`src/rtl/mips_ctrl_pkg.sv`:
```
// Control-bundle layout and ALUOp encodings shared by the MIPS pipeline stages.
package mips_ctrl_pkg;

   localparam int WB_W = 2;
   localparam int M_W  = 3;
   localparam int EX_W = 5;

   localparam int RW_BIT     = 0;
   localparam int M2R_BIT    = 1;
   localparam int BR_BIT     = 0;
   localparam int MRD_BIT    = 1;
   localparam int MWR_BIT    = 2;
   localparam int RDST_BIT   = 0;
   localparam int ALUOP_LSB  = 1;
   localparam int ALUOP_MSB  = 3;
   localparam int ALUSRC_BIT = 4;

   typedef enum logic [2:0] {
      ALU_ADD   = 3'b000,
      ALU_SUB   = 3'b001,
      ALU_RTYPE = 3'b010,
      ALU_SLT   = 3'b100,
      ALU_AND   = 3'b101,
      ALU_OR    = 3'b111
   } alu_op_e;

endpackage

```
`src/rtl/hazard_detect_unit.sv`:
```
// Load-use hazard: a valid load in EX writes a register the ID instruction reads.
module hazard_detect_unit #(
   parameter int REG_AW = 5
) (
   input  logic              ex_valid,
   input  logic              ex_memread,
   input  logic [REG_AW-1:0] ex_rt,
   input  logic              id_valid,
   input  logic [REG_AW-1:0] id_rs,
   input  logic [REG_AW-1:0] id_rt,
   output logic              haz
);

   // $0 is hardwired, so a load targeting it never creates a dependency
   assign haz = ex_valid & ex_memread & (ex_rt != '0) & id_valid &
                ((ex_rt == id_rs) | (ex_rt == id_rt));

endmodule

```
`src/rtl/id_ex_stage.sv`:
```
// ID/EX pipeline register with load-use stall, branch flush, global hold
// and a saturating count of hazard bubbles.
module id_ex_stage
   import mips_ctrl_pkg::*;
#(
   parameter int DATA_W = 32,
   parameter int REG_AW = 5,
   parameter int CNT_W  = 16
) (
   input  logic              clk,
   input  logic              rst,
   input  logic              id_valid_i,
   input  logic [WB_W-1:0]   id_wb_i,
   input  logic [M_W-1:0]    id_m_i,
   input  logic [EX_W-1:0]   id_ex_i,
   input  logic [DATA_W-1:0] id_pc4_i,
   input  logic [DATA_W-1:0] id_rs_data_i,
   input  logic [DATA_W-1:0] id_rt_data_i,
   input  logic [DATA_W-1:0] id_imm_i,
   input  logic [REG_AW-1:0] id_rs_i,
   input  logic [REG_AW-1:0] id_rt_i,
   input  logic [REG_AW-1:0] id_rd_i,
   input  logic              flush_i,
   input  logic              hold_i,
   output logic              ex_valid_o,
   output logic [WB_W-1:0]   ex_wb_o,
   output logic [M_W-1:0]    ex_m_o,
   output logic [EX_W-1:0]   ex_ex_o,
   output logic [DATA_W-1:0] ex_pc4_o,
   output logic [DATA_W-1:0] ex_rs_data_o,
   output logic [DATA_W-1:0] ex_rt_data_o,
   output logic [DATA_W-1:0] ex_imm_o,
   output logic [REG_AW-1:0] ex_rs_o,
   output logic [REG_AW-1:0] ex_rt_o,
   output logic [REG_AW-1:0] ex_rd_o,
   output logic              stall_o,
   output logic [CNT_W-1:0]  bubble_cnt_o
);

   logic haz;

   hazard_detect_unit #(.REG_AW(REG_AW)) u_hdu (
      .ex_valid   (ex_valid_o),
      .ex_memread (ex_m_o[MRD_BIT]),
      .ex_rt      (ex_rt_o),
      .id_valid   (id_valid_i),
      .id_rs      (id_rs_i),
      .id_rt      (id_rt_i),
      .haz        (haz)
   );

   // A flush already kills ID, and a hold freezes everything, so neither stalls
   assign stall_o = haz & ~flush_i & ~hold_i & ~rst;

   always_ff @(posedge clk) begin
      if (rst) begin
         ex_valid_o   <= 1'b0;
         ex_wb_o      <= '0;
         ex_m_o       <= '0;
         ex_ex_o      <= '0;
         ex_pc4_o     <= '0;
         ex_rs_data_o <= '0;
         ex_rt_data_o <= '0;
         ex_imm_o     <= '0;
         ex_rs_o      <= '0;
         ex_rt_o      <= '0;
         ex_rd_o      <= '0;
         bubble_cnt_o <= '0;
      end else if (!hold_i) begin
         if (flush_i || haz) begin
            ex_valid_o   <= 1'b0;
            ex_wb_o      <= '0;
            ex_m_o       <= '0;
            ex_ex_o      <= '0;
            ex_pc4_o     <= '0;
            ex_rs_data_o <= '0;
            ex_rt_data_o <= '0;
            ex_imm_o     <= '0;
            ex_rs_o      <= '0;
            ex_rt_o      <= '0;
            ex_rd_o      <= '0;
         end else begin
            ex_valid_o   <= id_valid_i;
            ex_wb_o      <= id_valid_i ? id_wb_i : '0;
            ex_m_o       <= id_valid_i ? id_m_i  : '0;
            ex_ex_o      <= id_valid_i ? id_ex_i : '0;
            ex_pc4_o     <= id_pc4_i;
            ex_rs_data_o <= id_rs_data_i;
            ex_rt_data_o <= id_rt_data_i;
            ex_imm_o     <= id_imm_i;
            ex_rs_o      <= id_rs_i;
            ex_rt_o      <= id_rt_i;
            ex_rd_o      <= id_rd_i;
         end
         // Only hazard bubbles are counted; flush bubbles are not
         if (haz && !flush_i && bubble_cnt_o != '1)
            bubble_cnt_o <= bubble_cnt_o + 1'b1;
      end
   end

endmodule

```
`config.mk`:
```
export PLATFORM = sky130hd
export DESIGN_NAME = id_ex_stage
export DESIGN_NICKNAME = d
export VERILOG_FILES = /design/src/rtl/mips_ctrl_pkg.sv /design/src/rtl/hazard_detect_unit.sv /design/src/rtl/id_ex_stage.sv
export SDC_FILE = /design/constraint.sdc
export NUM_CORES = 1
export LEC_CHECK = 0
export CAP_MARGIN = 40
export CORE_MARGIN = 4
export CORE_UTILIZATION = 25
export CTS_CLUSTER_DIAMETER = 120
export CTS_CLUSTER_SIZE = 28
export DETAILED_ROUTE_END_ITERATION = 8
export PLACE_DENSITY_LB_ADDON = 0.08
export SKIP_LAST_GASP = 1
export SLEW_MARGIN = 20
export SYNTH_ARGS = -nofsm -noshare
export SYNTH_HDL_FRONTEND = slang
export SYNTH_HIERARCHICAL = 1
export SYNTH_SLANG_ARGS = --single-unit
```
`constraint.sdc`:
```
create_clock -name clk -period 2.59 [get_ports clk]
set_clock_uncertainty 0.1 [all_clocks]
set_input_delay 0.3885 -clock clk [delete_from_list [all_inputs] [get_ports clk]]
set_output_delay 0.3885 -clock clk [all_outputs]
set_load 0.05 [all_outputs]
```
# Yosys cells after proc, flatten, opt, wreduce, memory -nomap -nowiden
# Cells that the tools add are included.
[totals] register_bits=170 latch_bits=0 mem_bits_rw=0 mem_bits_ro=0 inputBits=158 output_inout_bits=171 memories=0
[op_classes] n_addsub=1 mul=0 div=0 order_cmp=0 n_eq_ne=3 shifts=0 muxes=14 bitwise=11 n_reduce_logical=6
[op_table] cell="32-bit two-way mux" count=4
[op_table] cell="5-bit two-way mux" count=5
[op_table] cell="16-bit by 1-bit adder with 16-bit output, second input constant" count=1
[op_table] cell="16-bit inequality test, second input constant" count=1
[op_table] cell="5-bit == test" count=2
[op_table] cell="1-bit bitwise AND" count=7
[op_table] cell="3-bit two-way mux" count=2
[op_table] cell="5-bit nonzero test" count=1
[op_table] cell="2-bit two-way mux" count=2
[op_table] cell="1-bit inverter" count=3
[op_table] cell="1-bit logical AND" count=2
[op_table] cell="2-bit AND reduction" count=1
[op_table] cell="1-bit logical NOT" count=1
[op_table] cell="1-bit logical OR" count=1
[op_table] cell="1-bit two-way mux" count=1
[op_table] cell="1-bit bitwise OR" count=1

# Depth between registers and ports, before layout
[logic_depth] word_depth=7 ltp_mapped=9

# Cells and area by module
# The synthesis kept the hierarchy.
[modules_own_cells] module="id_ex_stage" instances=1 cells_per_inst=614 area_each_um2=5920.7 seq_area_each_um2=3403.3
[modules_own_cells] module="hazard_detect_unit" instances=1 cells_per_inst=17 area_each_um2=128.9 seq_area_each_um2=0.0

# Worst setup path before layout
# No wires, ideal clock.
[synth_path] path_type="reg-to-output" startpoint="register ex_rt_o[2]" endpoint="output stall_o" t_arrival_ns=2.334 slack_ns=-0.232 stages_incl_launch_ff=8 cell_sequence="dfxtp_1 xor2_1 nor3_1 nand3_1 a21oi_1 nand2_1 clkbuf_1 nor2_1"
[synth_via] elab_chain_len=7
[synth_lines] element="start: declaration" line="id_ex_stage.sv:34" source="output logic [REG_AW-1:0] ex_rt_o,"
[synth_lines] element="start signal: assignment" line="id_ex_stage.sv:92" source="ex_rt_o <= id_rt_i;"
[synth_lines] element="5-bit nonzero test" line="hazard_detect_unit.sv:15" source="assign haz = ex_valid & ex_memread & (ex_rt != '0) & id_valid &"
[synth_lines] element="1-bit bitwise AND (2 in a row)" line="hazard_detect_unit.sv:15"
[synth_lines] element="1-bit bitwise AND (*)" line="hazard_detect_unit.sv:15"
[synth_lines] element="named net haz" line="id_ex_stage.sv:40" source="logic haz;"
[synth_lines] element="1-bit bitwise AND (*) (3 in a row)" line="id_ex_stage.sv:53" source="assign stall_o = haz & ~flush_i & ~hold_i & ~rst;"
[synth_lines] element="end: declaration" line="id_ex_stage.sv:36" source="output logic stall_o,"
# Mark *: on every way through the listed nets, which the timed path passes. The rest lies on a longest branch.

# Worst setup path in the final report
[layout_path] startpoint="input id_rs_i[4]" endpoint="output stall_o"
[layout_via] elab_chain_len=6
[layout_lines] element="start: declaration" line="id_ex_stage.sv:20" source="input logic [REG_AW-1:0] id_rs_i,"
[layout_lines] element="5-bit == test" line="hazard_detect_unit.sv:16" source="((ex_rt == id_rs) | (ex_rt == id_rt));"
[layout_lines] element="1-bit bitwise OR" line="hazard_detect_unit.sv:16"
[layout_lines] element="1-bit bitwise AND" line="hazard_detect_unit.sv:15"
[layout_lines] element="named net haz" line="id_ex_stage.sv:40"
[layout_lines] element="1-bit bitwise AND (3 in a row)" line="id_ex_stage.sv:53"
# The timed path passes the listed nets, and every way through them passes these cells.

==> flow_summary.yaml <==
status:
  status: "complete, no violations"
setup_path:
  crit_start: "id_rs_i[4]"
  r2r-start: "ex_rt_o[2]"
  worst-path-max-fanout: 3
  r2r_cells: 9
  cp.required_ns: 2.10
  crit_type: "input port to output port"
  r2r-end: "bubble_cnt_o[10]"
  reg2reg_setup_slack_ns: 0.15
  end_kind: "output port"
  worst_setup_path_start_kind: "input port"
  critPathArrivalTime_ns: 2.03
placement:
  hpwlAfterDp_mm: 14.6
  dp.cells: 1240
  gp_congestion: 0.703
  port_buffers: 328
drt:
  first_pass_iters: 4
  wl_per_cell_um: 16.9
  via_per_inst: 4.58
  drc_errors: 0
  drt_iter0_markers: 219
  num_vias: 5836
  antenna_left: 0
  routed_wl_mm: 21.5
timing:
  finalHoldViolations: 0
  slew_viol_final: 0
  maxSlewHeadroom_pct: 55.3
  fmaxAchievable_mhz: 398
  finalCritPeriodShare_pct: 97.1
  hold_ws_ns: 0.172
  rsz0062_at_grt: "true"
  tns_ns: 0
  worst_pin_slew_ns: 0.670
  fin_crit_ns: 2.51
  setup_viol: 0
synthesis:
  synth_seq_cells: 170
  yosysTopAreaCell: "dfxtp_1"
  syn_nets: 790
  syn_inst: 631
  syn_avg_cell_area_um2: 9.59
  syn_area_um2: 6050
  yosysTopAreaCellShare_pct: 56.3
  yosysUniqueCellTypes: 34
  yosysSeqAreaShare_pct: 56.3
  synthTopCellsByArea: "dfxtp_1, a22oi_1, nor2_1"
  yosysMostFrequentCell: "dfxtp_1"
  synth_edf_count: 0
  ys_top_cells_by_count: "dfxtp_1, nor2_1, a22oi_1"
  synth-main-ff-cell: "dfxtp_1"
  ys_warn_count: 6
  async_flop_share_pct: 0
clocking:
  clk_latency_ns: 0.42
  clock_path_buffers: 2
  cts-buffers-inserted: 17
  clk_pin_slew_ns: 0.07
  h-tree-depth: 4
  ctsRootBufferMaster: "clkbuf_16"
  cts_hold_buf: 0
  cts_tree: "done"
  cts_num_sinks: 170
floorplan:
  start_util_pct: 25.6
  coreArea_um2: 23600
  die_w_um: 164
  rows: 56
  die-area_um2: 26800
  boundaryPins: 329
  fp.dieH_um: 164
worst_hold_path:
  min_path_cells: 3
  min_from: "id_rs_i[0]"
  hp-class: "input port to flip-flop"
  holdPathEnd: "ex_rs_o[0]"
cells_and_area:
  final_cells: 1273
  syn2layout_area_growth_pct: 70.7
  n_antenna_cell: 0
  nNetsFinal: 1101
  drive_gt1_share_pct: 7.02
global_routing:
  track_usage_pct: 15.2
  first_global_vias: 5764
  antenna_found_initial: 0
  gr-total-overflow: 0
  grt_max_degree: 126
  grt_first_pass_wirelength_mm: 32.2
power:
  peakVddDrop_mv: 0.314
  cellPowerDensity_nw_per_um2: 607
  leakage_nw: 3.73
job:
  max_cap_violations: 0
layout by cell type, fill, tap and decap left out, types with 2 or more instances in the layout:
master	n
clkinv_4	3
clkdlybuf4s50_1	323
inv_1	4
inv_8	2
clkbuf_16	17
and4_1	3
dfxtp_2	2
buf_4	14
nand4_2	2
or3_1	4
nand4_1	3
nor2_1	156
clkinvlp_4	4
o21ai_1	2
xnor2_1	4
buf_12	7
dfxtp_1	167
xor2_1	6
nand3_1	7
o31ai_1	10
nand2_1	5
inv_6	3
a211oi_1	2
and3_1	2
or4_1	9
a22oi_1	153
nor3_1	2
a21oi_1	14
cell type report:
type                    instances  area, µm²
flip-flops and latches        170       3410
multi-input cells             402       2430
fillers                      2330      13300
clock inverters                13        135
well taps                     319        399
inverters                       4       15.0
clock buffers                  18        429
repair buffers                347       3510
metal layers:
layer,GRT usage [%],routed length [µm],part of all wire [%]
met1,18.0,8940,42
met2,24.8,10100,47
met3,5.78,1830,8.5
met4,6.21,569,2.7
met5,0,0,0
state kept, by name, summed over array words and instances (netlist names):
name / flops
ex_rs_o: 5
ex_m_o: 3
ex_rt_o: 5
ex_rs_data_o: 32
bubble_cnt_o: 16
ex_ex_o: 5
ex_valid_o: 1
ex_wb_o: 2
ex_imm_o: 32
ex_rt_data_o: 32
ex_pc4_o: 32
ex_rd_o: 5
critical path: stages:
cell	delay, ns
clkdlybuf4s50_1	0.44
xor2_1	0.18
nor3_1	0.15
nand3_1	0.13
a21oi_2	0.18
buf_6	0.14
nand2_2	0.06
buf_12	0.13
nor2_4	0.09
buf_12	0.14
metrics by stage:
stage / setup slack (ns) / power (W) / cell area [µm²] / util (%)
CTS: 0.00101 / 0.00637 / 10300 / 43.6
global placement: -0.337 / 0.00385 / 9710 / 41.1
finish: 0.0761 / 0.00627 / 10300 / 43.7
global route: -0.0432 / 0.00656 / 10300 / 43.7
detailed placement: -0.376 / 0.00384 / 9710 / 41.1
floorplan: 0.0572 / 0.00334 / 6060 / -
worst max-delay path by stage:
stage	slack, ns	endpoint	depth (start not counted)
5_1_grt	-0.04	stall_o	9
3_5_place_dp	-0.38	bubble_cnt_o[10]	10
3_3_place_gp	-0.34	bubble_cnt_o[10]	10
2_1_floorplan	0.06	bubble_cnt_o[15]	8
4_1_cts	0.001	stall_o	8
6_report	0.08	stall_o	10
power breakdown:
group          internal, W  switching [W]  leakage [nW]
logic             0.000451       0.000580          2.08
clock network      0.00135        0.00114         0.263
registers          0.00270      0.0000464          1.39
kinds of logic after synthesis:
| kind of cell | share of synthesized area, % |
|---|---|
| XOR/XNOR | 1.45 |
| AND/OR/NAND/NOR | 15.2 |
| adder cells (fa/ha/maj) | 0.207 |
| flip-flops | 56.3 |
| AO/OA/AOI/OAI | 22.7 |
| buffers and inverters | 4.22 |
timing repair:
item / 4_1_cts / 5_1_grt
pin swaps: 3 / 4
buffers inserted: 1 / 1
resized for setup: 3 / 10
endpoints found under the setup margin: 1 / 16
No activity file was read; power rests on OpenSTA's default activity.
